$ cat src/rtl/hp300_cegen.sv
// Multi-channel programmable clock-enable / divided-clock generator.
// Each channel divides by (act+1), with a shadow divisor applied at period boundaries.
module hp300_cegen #(
  parameter int                     NCH      = 2,
  parameter int                     DIVW     = 8,
  parameter logic [NCH*DIVW-1:0]    DIV_INIT = {8'd1, 8'd0}
) (
  input  logic                  clk_i,
  input  logic                  reset_n_i,
  input  logic [NCH-1:0]        en_i,
  input  logic [NCH*DIVW-1:0]   div_i,
  input  logic [NCH-1:0]        div_load_i,
  input  logic                  sync_i,
  output logic [NCH-1:0]        ce_o,
  output logic [NCH-1:0]        clk_o,
  output logic [NCH-1:0]        pending_o
);

  for (genvar k = 0; k < NCH; k++) begin : g_ch
    logic [DIVW-1:0] r_cnt, r_act, r_shd;
    logic            r_pend, r_ce, r_clk;
    logic [DIVW-1:0] w_cnt_nx, w_act_nx, w_shd_nx, w_div;
    logic            w_pend_nx, w_ce_nx, w_clk_nx, w_load, w_wrap, w_boundary;

    assign w_div      = div_i[k*DIVW +: DIVW];
    assign w_load     = div_load_i[k];
    assign w_wrap     = en_i[k] && (r_cnt == r_act);
    // A load lands directly in act whenever the current period cannot be disturbed.
    assign w_boundary = sync_i || w_wrap || !en_i[k];

    // Next-state for counter, outputs and divisor registers of this channel
    always_comb begin
      w_cnt_nx  = r_cnt;
      w_act_nx  = r_act;
      w_shd_nx  = r_shd;
      w_pend_nx = r_pend;
      w_ce_nx   = 1'b0;
      w_clk_nx  = r_clk;

      if (sync_i) begin
        w_cnt_nx = {DIVW{1'b0}};
        w_clk_nx = 1'b0;
      end else if (w_wrap) begin
        w_cnt_nx = {DIVW{1'b0}};
        w_ce_nx  = 1'b1;
        w_clk_nx = ~r_clk;
      end else if (en_i[k]) begin
        w_cnt_nx = r_cnt + DIVW'(1);
      end else begin
        w_cnt_nx = r_cnt;
      end

      if (w_load && w_boundary) begin
        w_act_nx  = w_div;
        w_shd_nx  = w_div;
        w_pend_nx = 1'b0;
      end else if (w_load) begin
        w_shd_nx  = w_div;
        w_pend_nx = 1'b1;
      end else if (r_pend && (sync_i || w_wrap)) begin
        w_act_nx  = r_shd;
        w_pend_nx = 1'b0;
      end else begin
        w_pend_nx = r_pend;
      end
    end

    // Channel state registers
    always_ff @(posedge clk_i or negedge reset_n_i) begin
      if (!reset_n_i) begin
        r_cnt  <= {DIVW{1'b0}};
        r_act  <= DIV_INIT[k*DIVW +: DIVW];
        r_shd  <= DIV_INIT[k*DIVW +: DIVW];
        r_pend <= 1'b0;
        r_ce   <= 1'b0;
        r_clk  <= 1'b0;
      end else begin
        r_cnt  <= w_cnt_nx;
        r_act  <= w_act_nx;
        r_shd  <= w_shd_nx;
        r_pend <= w_pend_nx;
        r_ce   <= w_ce_nx;
        r_clk  <= w_clk_nx;
      end
    end

    assign ce_o[k]      = r_ce;
    assign clk_o[k]     = r_clk;
    assign pending_o[k] = r_pend;
  end

endmodule

$ cat config.mk
export PLATFORM = sky130hd
export DESIGN_NAME = hp300_cegen
export DESIGN_NICKNAME = d
export VERILOG_FILES = /design/src/rtl/hp300_cegen.sv
export SDC_FILE = /design/constraint.sdc
export NUM_CORES = 1
export LEC_CHECK = 0
export ABC_AREA = 1
export CORE_MARGIN = 2
export CORE_UTILIZATION = 40
export DETAILED_ROUTE_END_ITERATION = 6
export HOLD_SLACK_MARGIN = 0.1
export SETUP_SLACK_MARGIN = 0.15
export SLEW_MARGIN = 0
export SYNTH_ARGS = -nofsm -noshare
export SYNTH_HDL_FRONTEND = slang
export SYNTH_SLANG_ARGS = --single-unit
export TNS_END_PERCENT = 50
$ cat constraint.sdc
create_clock -name clk_i -period 1.7 [get_ports clk_i]
set_input_delay 0.17 -clock clk_i [delete_from_list [all_inputs] [get_ports clk_i]]
set_output_delay 0.17 -clock clk_i [all_outputs]
set_load 0.01 [all_outputs]
# Word level (Yosys, flattened, before mapping)
# Index checks and enable logic that the tools add are counted.
[op_classes] eq_ne=4 mux=30 n_reduce_logical=24 bitwise=2 addsub=2
[ops] cell="two-way mux 8 bit" count=16
[ops] cell="adder 8 x 1 -> 8 bit (second input constant)" count=2
[ops] cell="== test 8 bit" count=2
[ops] cell="two-way mux 1 bit" count=14
[ops] cell="nonzero test 2 bit" count=6
[ops] cell="nonzero test 3 bit" count=4
[ops] cell="logical AND 1 bit" count=6
[ops] cell="logical OR 1 bit" count=4
[ops] cell="inequality test 2 x 1 -> 1 bit (second input constant)" count=2
[ops] cell="AND reduction 2 bit" count=2
[ops] cell="logical NOT 1 bit" count=2
[ops] cell="NOT 1 bit" count=2
[word_totals] regBits=54 inputBits=23 wordCells=74 out_inout_bits=6

# Longest topological paths before layout
# Gate-level depths: netlist of the first run.
[depth] word_depth=7 mapped_depth=12 ltp_nobuf=12

# Worst setup path before layout of the first run
# Ideal clock, no wire load.
[synth_timing] kind="register -> register" from="reg g_ch[1].r_act[0]" to="reg g_ch[1].r_act[5]" stages_incl_launch_ff=10 period_less_slack_ns=1.451 slack_ns=0.249 path_buffers=1 required_ns=1.576 setup_ns=0.124 t_arrival_ns=1.327 cell_sequence="dfstp_2 > xnor2_1 > nand2_1 > nor2_1 > nand2_2 > nand3_4 > nand2_4 > buf_6 > nand3_1 > nand3_1"
[synth_via] elab_chain_len=7 elab_cells_between_ends=10 classes_between="eq/ne: 2; mux: 1; reduce/logical: 7"
[synth_rtl] item="from (decl)" line="20" source="logic [DIVW-1:0] r_cnt, r_act, r_shd;"
[synth_rtl] item="from (signal assigned)" line="72" source="r_act <= DIV_INIT[k*DIVW +: DIVW];"
[synth_rtl] item="from (signal assigned)" line="79" source="r_act <= w_act_nx;"
[synth_rtl] item="== test 8 bit *" line="27" source="assign w_wrap = en_i[k] && (r_cnt == r_act);"
[synth_rtl] item="logical AND 1 bit *" line="27"
[synth_rtl] item="logical OR 1 bit *" line="29, 60"
[synth_rtl] item="logical OR 1 bit" line="29" source="assign w_boundary = sync_i || w_wrap || !en_i[k];"
[synth_rtl] item="logical AND 1 bit" line="53" source="if (w_load && w_boundary) begin"
[synth_rtl] item="inequality test 2 x 1 -> 1 bit (no line) or nonzero test 2 bit (tied branches)"
[synth_rtl] item="AND reduction 2 bit (no line)"
# Mark *: on every way between the ends. The rest lies on a longest branch, timed or not.
# A chain may end at the register's enable or synchronous reset.

# Worst setup path in the final report of the first run
[layout_timing] from="reg g_ch[1].r_act[3]" to="reg g_ch[1].r_act[3]"
# The elaborated chain is that of the path after synthesis.

==> flow_metrics.env, run 1 <==
export IMPL_fp_dieW_um=89.26
export IMPL_antenna_violating_nets_remaining=0
export IMPL_ioPinCount=29
export IMPL_fin_crit_sh_pct=91.07
export IMPL_multi_input_comb_area_um2=1529
export IMPL_place_detailed_hpwl_mm=4.568
export IMPL_antenna_cells=0
export IMPL_report_final_hold_viol_count=0
export IMPL_remaining_drc_errors=0
export IMPL_clkSlewWorstSetupHoldPaths_ns=0.10
export IMPL_grt_max_degree=38
export IMPL_timing_worst_slew_pin_value_ns=0.4353
export IMPL_critical_path_top_delay_family="simple AND/OR/NAND/NOR gates"
export IMPL_final_layout_size_suffix_gt1_share_pct=31.16
export IMPL_worst_path_largest_cell_delay_ns=0.43
export IMPL_critPathLaunchType="flop"
export IMPL_tritoncts_num_sinks=54
export IMPL_die_height_um=89.26
export IMPL_finalSetupViolations=0
export IMPL_htreeDepth=2
export IMPL_regArea_um2=1360
export IMPL_die_footprint_um2=7967
export IMPL_synth_top_area_share_pct=44.75
export IMPL_wire_length_of_the_first_global_routing_pass_mm=10.65
export IMPL_start_util_pct=40.74
export IMPL_grt_util_all_layers_pct=17.11
export IMPL_crit_path_max_fanout=8
export IMPL_globalplace_congestion=0.8184
export IMPL_number_of_vias_in_the_routed_layout=2518
export IMPL_post_drt_wl_per_cell_um=12.84
export IMPL_max_cap_violations=0
export IMPL_syn_cell_area_um2=2908
export IMPL_power_leakage_nw=1.847
export IMPL_power_per_cell_area_nw_per_um2=787.4
export IMPL_cts_root_buf="sky130_fd_sc_hd__clkbuf_8"
export IMPL_design_core_area_um2=7137
export IMPL_post_dp_cell_area_um2=3361
export IMPL_cts_buffer_depth=2
export IMPL_ff2ff_setup_slack_ns=0.15
export IMPL_layout_nets=454
export IMPL_synth_ff_latch_count=54
export IMPL_layout_setup_ws_ns=0.1518
export IMPL_detail_route_first_pass_iterations=4
export IMPL_numPortBuffers=28
export IMPL_worstPathRequired_ns=1.96
export IMPL_synthesis_nets=388
export IMPL_synth_area_leader_cell="sky130_fd_sc_hd__dfrtp_1"
export IMPL_synth_warning_count=0
export IMPL_post_synth_main_area_contributors="sky130_fd_sc_hd__dfrtp_1, sky130_fd_sc_hd__nand2_1, sky130_fd_sc_hd__nand3_1"
export IMPL_pre_cts_worst_setup_slack_ns=-0.02681
export IMPL_synth_edf_count=0
export IMPL_area_delta_synth_final_pct=35.89
export IMPL_vdd_ir_drop_worst_v=0.0003026
export IMPL_synthesis_area_per_instance_um2=8.010
export IMPL_fmax_mhz=645.9
export IMPL_cts_inserted_buffers=5
export IMPL_critical_path_slowest_cell="sky130_fd_sc_hd__dfrtp_1"
export IMPL_worst_ep_arrival_time_ns=1.81
export IMPL_wirelength_mm=6.791
export IMPL_grt_setup_unrepaired="true"
export IMPL_slew_limit_headroom_pct=70.98
export IMPL_critPathKind="reg2reg"
export IMPL_outcome="completed"
export IMPL_most_used_flip_flop_cell_after_synthesis="sky130_fd_sc_hd__dfrtp_1"
export IMPL_floorplan_rows=31
export IMPL_timing_max_transition_violations_final=0
export IMPL_overflow=0
export IMPL_finClkSkew_ns=0.005824
export IMPL_finish_instance_area_um2=3951
export IMPL_synth_cell_types=28
export IMPL_post_synth_top_count_cell="sky130_fd_sc_hd__nand2_1"
export IMPL_share_of_synthesized_area_occupied_by_flip_flops_and_latches_pct=46.56
export IMPL_worst_path_buf_inv=3
export IMPL_antenna_found_initial=0
export IMPL_routed_via_density=4.760
export IMPL_via_count_of_the_first_global_routing_pass=2272
export IMPL_asyncSetResetFlopFracSynth_pct=100.0
export IMPL_drt_iter0_drc=68
export IMPL_cts_tree="done"
export IMPL_worst_skew_pair_late_latency_ns=0.31
export IMPL_hold_path_class="in2async"
export IMPL_min_period_ns=1.548
export IMPL_worst_path_cell_chain="inv_1 > nand2_2 > nand2_2 > inv_2 > nand2_2 > nor2_2 > nand3_2 > a21boi_4 > buf_12 > nand3_2 > nand3_2"
export IMPL_synth_cells=363
export IMPL_synth_top_cells_by_count="sky130_fd_sc_hd__nand2_1, sky130_fd_sc_hd__nand3_1, sky130_fd_sc_hd__dfrtp_1"
export IMPL_timing_critical_path_to_type="flop"
export IMPL_layout_filler_cells=677
worst register-to-register path, delay by kind of cell (launching register included):
family,cells,cell delay (ns)
simple gates,7,0.58
buf+inv,3,0.28
flops,1,0.43
compound gates,1,0.20
per-layer routing:
layer	routed length, um	track usage [%]	up-vias
met5	0	0	-
met2	3242	27.00	37
met1	3295	24.71	1182
met3	162	3.047	7
met4	91	3.664	0
li1	-	-	1292
cells by family after synthesis:
group           count (synthesis)  synth area share (%)
compound gates                 31                 6.885
simple gates                  204                 31.71
xor+xnor                       18                 5.422
buf+inv                        54                 8.563
fa+ha+maj                       2                0.8604
flops                          54                 46.56
state kept, by name, summed over array words and instances, names as in the netlist:
register and cells:
g_ch.r_cnt 16, g_ch.r_ce 2, g_ch.r_pend 2, g_ch.r_clk 2
g_ch.r_act 16, g_ch.r_shd 16
final cells by class:
class | instances | share of cell area [%]
clock buffer | 6 | 1.837
clock inverter | 2 | 0.9500
inverter | 44 | 4.243
multi-input combinational | 255 | 38.70
sequential | 54 | 34.42
tap | 99 | 3.135
timing repair buffer | 69 | 16.72
what timing repair did:
item | in CTS | in global routing
hold endpoints to repair | 17 | 0
hold buffers | 1 | 0
endpoints found under the setup margin | 9 | 25
resized for setup | 6 | 65
setup buffers | 4 | 20
gates cloned | 0 | 1
pin swaps | 3 | 27
stage by stage:
step	hold WS, ns	util, %	TNS, ns	cells	power (mW)
finish	0.3233	55.36	0	529	3.111
global route	0.3613	55.36	0	529	3.285
CTS	0.3274	49.70	0	508	2.995
detailed placement	0.1379	47.09	-0.2514	495	2.085
global placement	0.1324	47.09	0	495	2.078
floorplan	-0.1256	-	0	363	1.871
final timing paths:
check,startpoint,endpoint,depth (start not counted)
max in group asynchronous,reset_n_i,g_ch[1].r_shd[0],3
hold reg to reg,g_ch[1].r_shd[0],g_ch[1].r_shd[0],2
hold / removal,reset_n_i,g_ch[1].r_clk,2
setup / recovery,g_ch[1].r_act[3],g_ch[1].r_act[3],11
setup reg to reg,g_ch[1].r_act[3],g_ch[1].r_act[3],11
min in group clk_i,div_i[8],g_ch[1].r_shd[0],3
cells in the final DEF, fill, tap and decap left out, types with 4 or more instances in the layout:
cell                              netlist  routed
sky130_fd_sc_hd__a21oi_1                6       5
sky130_fd_sc_hd__buf_12                 0       4
sky130_fd_sc_hd__buf_4                  6      33
sky130_fd_sc_hd__clkbuf_8               0       5
sky130_fd_sc_hd__clkdlybuf4s50_1        0      27
sky130_fd_sc_hd__dfrtp_1               52      47
sky130_fd_sc_hd__dfrtp_2                0       5
sky130_fd_sc_hd__inv_1                 33      25
sky130_fd_sc_hd__inv_2                  8      16
sky130_fd_sc_hd__nand2_1              113      98
sky130_fd_sc_hd__nand2_2                6      19
sky130_fd_sc_hd__nand3_1               61      36
sky130_fd_sc_hd__nand3_2                2      26
sky130_fd_sc_hd__nor2_1                13       7
sky130_fd_sc_hd__nor2_2                 0       6
sky130_fd_sc_hd__o21ai_0                9       8
sky130_fd_sc_hd__o22ai_1               12      12
sky130_fd_sc_hd__xnor2_1                9       8
sky130_fd_sc_hd__xor2_1                 9       9
power by group:
group	switching, mW	internal [mW]
Combinational	0.371	0.339
Clock	0.443	0.440
Sequential	0.119	1.40
Note: power is estimated with default switching activity, not from simulation.
==> run 2, diff against run 1 <==
HOLD_SLACK_MARGIN = default   (was 0.1)
clock period = 1.86 ns   (was 1.7 ns; I/O delays follow)
==> flow_metrics.env, run 2 (synthesis gave the netlist of run 1 again) <==
export IMPL_final_layout_size_suffix_gt1_share_pct=11.03
export IMPL_min_period_ns=1.567
export IMPL_multi_input_comb_area_um2=1316
export IMPL_post_drt_wl_per_cell_um=12.25
export IMPL_crit_path_max_fanout=8
export IMPL_layout_commonest_cell="sky130_fd_sc_hd__nand2_1"
export IMPL_power_leakage_nw=1.630
export IMPL_cts_inserted_buffers=5
export IMPL_layout_top_registers="g_ch.r_act x16, g_ch.r_cnt x16, g_ch.r_shd x16"
export IMPL_layout_filler_cells=721
export IMPL_vdd_ir_drop_worst_v=0.0003427
export IMPL_slew_limit_headroom_pct=66.43
export IMPL_timing_critical_path_to_type="flop"
export IMPL_wirelength_mm=6.100
export IMPL_worst_path_cell_chain="inv_1 > nand2_1 > nand3_1 > nor2_1 > nand3_2 > nand2_2 > nand2_2 > nand3_1 > nand3_1"
export IMPL_die_footprint_um2=7967
export IMPL_antenna_found_initial=0
export IMPL_drt_iter0_drc=100
export IMPL_fp_dieW_um=89.26
export IMPL_timing_worst_slew_pin_value_ns=0.5035
export IMPL_detail_route_first_pass_iterations=4
export IMPL_worst_skew_pair_late_latency_ns=0.31
export IMPL_routed_via_density=4.773
export IMPL_design_core_area_um2=7137
export IMPL_cts_root_buf="sky130_fd_sc_hd__clkbuf_8"
export IMPL_worst_ep_arrival_time_ns=1.77
export IMPL_worst_path_buf_inv=1
export IMPL_worstPathRequired_ns=2.06
export IMPL_report_final_hold_viol_count=0
export IMPL_grt_max_degree=35
export IMPL_layout_nets=423
export IMPL_wire_length_of_the_first_global_routing_pass_mm=10.29
export IMPL_floorplan_rows=31
export IMPL_globalplace_congestion=0.7696
export IMPL_critical_path_slowest_cell="sky130_fd_sc_hd__dfstp_2"
export IMPL_cts_tree="done"
export IMPL_fin_crit_sh_pct=84.24
export IMPL_cts_buffer_depth=2
export IMPL_number_of_vias_in_the_routed_layout=2377
export IMPL_grt_util_all_layers_pct=16.60
export IMPL_via_count_of_the_first_global_routing_pass=2153
export IMPL_critical_path_top_delay_family="simple AND/OR/NAND/NOR gates"
export IMPL_htreeDepth=2
export IMPL_die_height_um=89.26
export IMPL_antenna_cells=0
export IMPL_finalSetupViolations=0
export IMPL_regArea_um2=1355
export IMPL_finClkSkew_ns=0.01028
export IMPL_layoutNonFillerInstCount=498
export IMPL_final_cell_mix="sky130_fd_sc_hd__nand2_1, sky130_fd_sc_hd__nand3_1, sky130_fd_sc_hd__dfrtp_1, sky130_fd_sc_hd__inv_1, sky130_fd_sc_hd__clkdlybuf4s50_1"
export IMPL_tritoncts_num_sinks=54
export IMPL_fmax_mhz=638.3
export IMPL_ioPinCount=29
export IMPL_path_common_cell="sky130_fd_sc_hd__nand3_1"
export IMPL_placedCellCount=487
export IMPL_outcome="completed"
export IMPL_power_per_cell_area_nw_per_um2=820.9
export IMPL_report_power_total_mw=2.851
export IMPL_place_detailed_hpwl_mm=4.430
export IMPL_pre_cts_worst_setup_slack_ns=0.1076
export IMPL_numPortBuffers=28
export IMPL_critPathKind="reg2reg"
export IMPL_hold_path_class="in2async"
export IMPL_clkSlewWorstSetupHoldPaths_ns=0.10
export IMPL_layout_setup_ws_ns=0.2932
export IMPL_overflow=0
export IMPL_remaining_drc_errors=0
export IMPL_max_cap_violations=0
export IMPL_critPathLaunchType="flop"
export IMPL_start_util_pct=40.74
export IMPL_setup_tns_final_ns=0
export IMPL_worst_path_largest_cell_delay_ns=0.58
export IMPL_timing_max_transition_violations_final=0
export IMPL_grt_setup_unrepaired="false"
export IMPL_finish_utilization_pct=48.67
export IMPL_area_delta_synth_final_pct=19.45
export IMPL_antenna_violating_nets_remaining=0
## run 2: changes by cell type in the layout (fill, tap and decap cells not counted), sizes merged
cell,previous run,this run
buf,40,10
bufinv,1,2
clkbuf,7,6
clkinv,2,3
clkinvlp,1,0
inv,42,41
## run 2: worst reg2reg max path: cells and delay by family, from the launching register on
kind	cells	cell delay (ns)
flip-flops	1	0.58
buffers and inverters	1	0.05
AND/OR/NAND/NOR	8	0.84
## run 2: per-layer routing
layer	wire length [um]	track usage (%)
met3	182	2.770
met5	0	0
met2	2639	24.58
met1	3220	25.13
met4	58	4.478
## run 2: layout make-up
class	count	share of cell area, %
clock inverters	2	1.729
repair buffers	38	10.52
flip-flops and latches	54	39.01
well taps	99	3.566
inverters	44	4.899
clock buffers	6	2.378
multi-input cells	255	37.90
## run 2: through the flow
| step | instance area, um2 | hold slack (ns) |
|---|---|---|
| 2_1_floorplan | 2908 | -0.1096 |
| 3_3_place_gp | 3288 | 0.1904 |
| 3_5_place_dp | 3288 | 0.1903 |
| 4_1_cts | 3441 | 0.3869 |
| 5_1_grt | 3473 | 0.4031 |
| 6_report | 3473 | 0.3604 |
## run 2: report_power, final
group / switching, mW / internal, mW
sequential: 0.0976 / 1.28
clock: 0.405 / 0.574
combinational: 0.271 / 0.226
total: 0.773 / 2.08
## run 2: final timing paths
kind | end | startpoint | slack, ns | cells after the start
max in group asynchronous | g_ch[1].r_shd[0] | reset_n_i | 0.87 | 3
hold / removal | g_ch[0].r_cnt[4] | reset_n_i | 0.36 | 2
min in group clk_i | g_ch[1].r_shd[0] | div_i[8] | 0.42 | 3
setup / recovery | g_ch[1].r_act[3] | g_ch[1].r_act[0] | 0.29 | 9
setup reg to reg | g_ch[1].r_act[3] | g_ch[1].r_act[0] | 0.29 | 9
hold reg to reg | g_ch[1].r_shd[0] | g_ch[1].r_shd[0] | 0.47 | 2
## run 2: timing repair
action,CTS,global route
hold buffers,1,0
buffers inserted,0,2
setup endpoints to repair,0,16
endpoints found under the hold margin,20,0
resized for setup,0,5
==> run 3, diff against run 2 <==
clock period = 1.4 ns   (was 1.86 ns; I/O delays follow)
==> flow_metrics.env, run 3 (synthesis gave the netlist of run 1 again) <==
export IMPL_worst_path_cell_chain="inv_2 > nand2_2 > nand2_1 > inv_1 > nand2_1 > nor2_2 > nand3_4 > a21oi_4 > nand3_1 > nand3_1"
export IMPL_worst_ep_arrival_time_ns=1.84
export IMPL_slew_limit_headroom_pct=52.47
export IMPL_detail_route_first_pass_iterations=4
export IMPL_layout_setup_ws_ns=-0.1809
export IMPL_remaining_drc_errors=0
export IMPL_finish_utilization_pct=60.57
export IMPL_worstPathRequired_ns=1.65
export IMPL_power_leakage_nw=2.076
export IMPL_cts_inserted_buffers=5
export IMPL_critPathLaunchType="flop"
export IMPL_timing_critical_path_to_type="flop"
export IMPL_floorplan_rows=31
export IMPL_fmax_mhz=632.5
export IMPL_numPortBuffers=28
export IMPL_overflow=0
export IMPL_fp_dieW_um=89.26
export IMPL_grt_util_all_layers_pct=18.84
export IMPL_area_delta_synth_final_pct=48.67
export IMPL_antenna_found_initial=0
export IMPL_htreeDepth=2
export IMPL_finalSetupViolations=35
export IMPL_reg2reg_from="g_ch[0].r_cnt[3]"
export IMPL_worst_path_buf_inv=2
export IMPL_wirelength_mm=7.430
export IMPL_cts_tree="done"
export IMPL_worstSetupEndpoint="g_ch[0].r_act[6]"
export IMPL_drt_iter0_drc=116
export IMPL_setup_tns_final_ns=-3.117
export IMPL_ioPinCount=29
export IMPL_layout_commonest_cell="sky130_fd_sc_hd__nand2_1"
export IMPL_cts_root_buf="sky130_fd_sc_hd__clkbuf_8"
export IMPL_worst_skew_pair_late_latency_ns=0.31
export IMPL_die_footprint_um2=7967
export IMPL_via_count_of_the_first_global_routing_pass=2534
export IMPL_start_util_pct=40.74
export IMPL_finClkSkew_ns=0.004257
export IMPL_design_core_area_um2=7137
export IMPL_post_drt_wl_per_cell_um=13.17
export IMPL_antenna_violating_nets_remaining=0
export IMPL_reg2reg_depth=10
export IMPL_critPathKind="reg2reg"
export IMPL_critical_path_top_delay_family="simple AND/OR/NAND/NOR gates"
export IMPL_clkSlewWorstSetupHoldPaths_ns=0.11
export IMPL_critical_path_depth=10
export IMPL_outcome="finished with violations"
export IMPL_wire_length_of_the_first_global_routing_pass_mm=11.59
export IMPL_number_of_vias_in_the_routed_layout=2757
export IMPL_hold_path_class="in2reg"
export IMPL_routed_via_density=4.888
export IMPL_ff2ff_setup_slack_ns=-0.18
export IMPL_report_final_hold_viol_count=0
export IMPL_antenna_cells=0
export IMPL_worst_reg2reg_path_endpoint="g_ch[0].r_act[6]"
export IMPL_layout_top_registers="g_ch.r_act x16, g_ch.r_cnt x16, g_ch.r_shd x16"
export IMPL_grt_max_degree=55
export IMPL_tritoncts_num_sinks=54
export IMPL_crit_path_start="g_ch[0].r_cnt[3]"
export IMPL_fin_crit_sh_pct=112.9
export IMPL_crit_path_max_fanout=7
export IMPL_timing_max_transition_violations_final=0
export IMPL_place_detailed_hpwl_mm=4.727
export IMPL_max_cap_violations=0
export IMPL_die_height_um=89.26
export IMPL_globalplace_congestion=0.7952
export IMPL_timing_worst_slew_pin_value_ns=0.7118
export IMPL_layout_nets=489
export IMPL_worst_path_largest_cell_delay_ns=0.45
export IMPL_cts_buffer_depth=2
export IMPL_min_period_ns=1.581
export IMPL_critical_path_slowest_cell="sky130_fd_sc_hd__dfrtp_1"
export IMPL_pre_cts_worst_setup_slack_ns=-0.3409
export IMPL_final_layout_size_suffix_gt1_share_pct=37.85
export IMPL_final_cell_mix="sky130_fd_sc_hd__nand2_1, sky130_fd_sc_hd__buf_4, sky130_fd_sc_hd__dfrtp_1, sky130_fd_sc_hd__nand3_1, sky130_fd_sc_hd__inv_1"
export IMPL_power_per_cell_area_nw_per_um2=904.5
export IMPL_grt_setup_unrepaired="true"
export IMPL_failing_checks="negative setup slack"
export IMPL_vdd_ir_drop_worst_v=0.0004374
run 3: changes by cell type in the layout (fill, tap and decap cells not counted), sizes merged:
cell	delta
inv	+2
clkinvlp	+1
buf	+61
clkbuf	-1
nand2	+4
clkdlybuf4s50	-8
dlymetal6s2s	+3
dlygate4sd2	+5
bufinv	-1
run 3: worst min path at each step:
stage / startpoint / end / slack [ns] / depth (start not counted)
after floorplan: reset_n_i / g_ch[0].r_act[0] / -0.16 / 0
after global placement: reset_n_i / g_ch[0].r_cnt[5] / 0.16 / 2
after detailed placement: reset_n_i / g_ch[0].r_cnt[5] / 0.16 / 2
after CTS: reset_n_i / g_ch[0].r_cnt[5] / 0.35 / 3
after global routing: div_load_i[0] / g_ch[0].r_shd[1] / 0.36 / 3
final: div_load_i[0] / g_ch[0].r_shd[1] / 0.33 / 3
run 3: layout make-up:
class                      count  area, um2
tap                           99      123.9
timing repair buffer          99      859.6
multi-input combinational    259       1663
clock inverter                 3      47.55
fill                         644       2814
timing repair inverter         1      11.26
sequential                    54       1360
inverter                      44      188.9
clock buffer                   5      68.82
run 3: through the flow:
stage          cells  hold slack [ns]  instance area, um2  power, mW
5_1_grt          564           0.3646                4323      4.146
6_report         564           0.3341                4323      3.910
2_1_floorplan    363          -0.1556                2913      2.273
3_3_place_gp     530           0.1593                3616      2.593
3_5_place_dp     530           0.1606                3616      2.610
4_1_cts          555           0.3473                4010      3.794
run 3: worst register-to-register path: cells and delay by family (launching register included):
| family | cells | cell delay, ns |
|---|---|---|
| and+or+nand+nor | 7 | 0.63 |
| DFF | 1 | 0.45 |
| AOI/OAI and AO/OA | 1 | 0.32 |
| buffers and inverters | 2 | 0.12 |
run 3: timing repair:
item                                   CTS  global route
gates resized for setup                 45            63
setup endpoints to repair               44            55
pin swaps                               15            26
hold buffers                             1             0
setup buffers                           12             8
endpoints found under the hold margin   52             0
gates cloned                             4             1
run 3: power breakdown:
group / internal [mW] / switching, mW
registers: 1.70 / 0.139
clock network: 0.543 / 0.560
logic: 0.472 / 0.496
run 3: per-layer routing:
layer / wire (um) / vias up / track usage (%)
li1: - / 1376 / -
met4: 87 / 0 / 6.513
met3: 202 / 10 / 3.416
met2: 3584 / 47 / 28.55
met5: 0 / - / 0
met1: 3557 / 1324 / 27.16
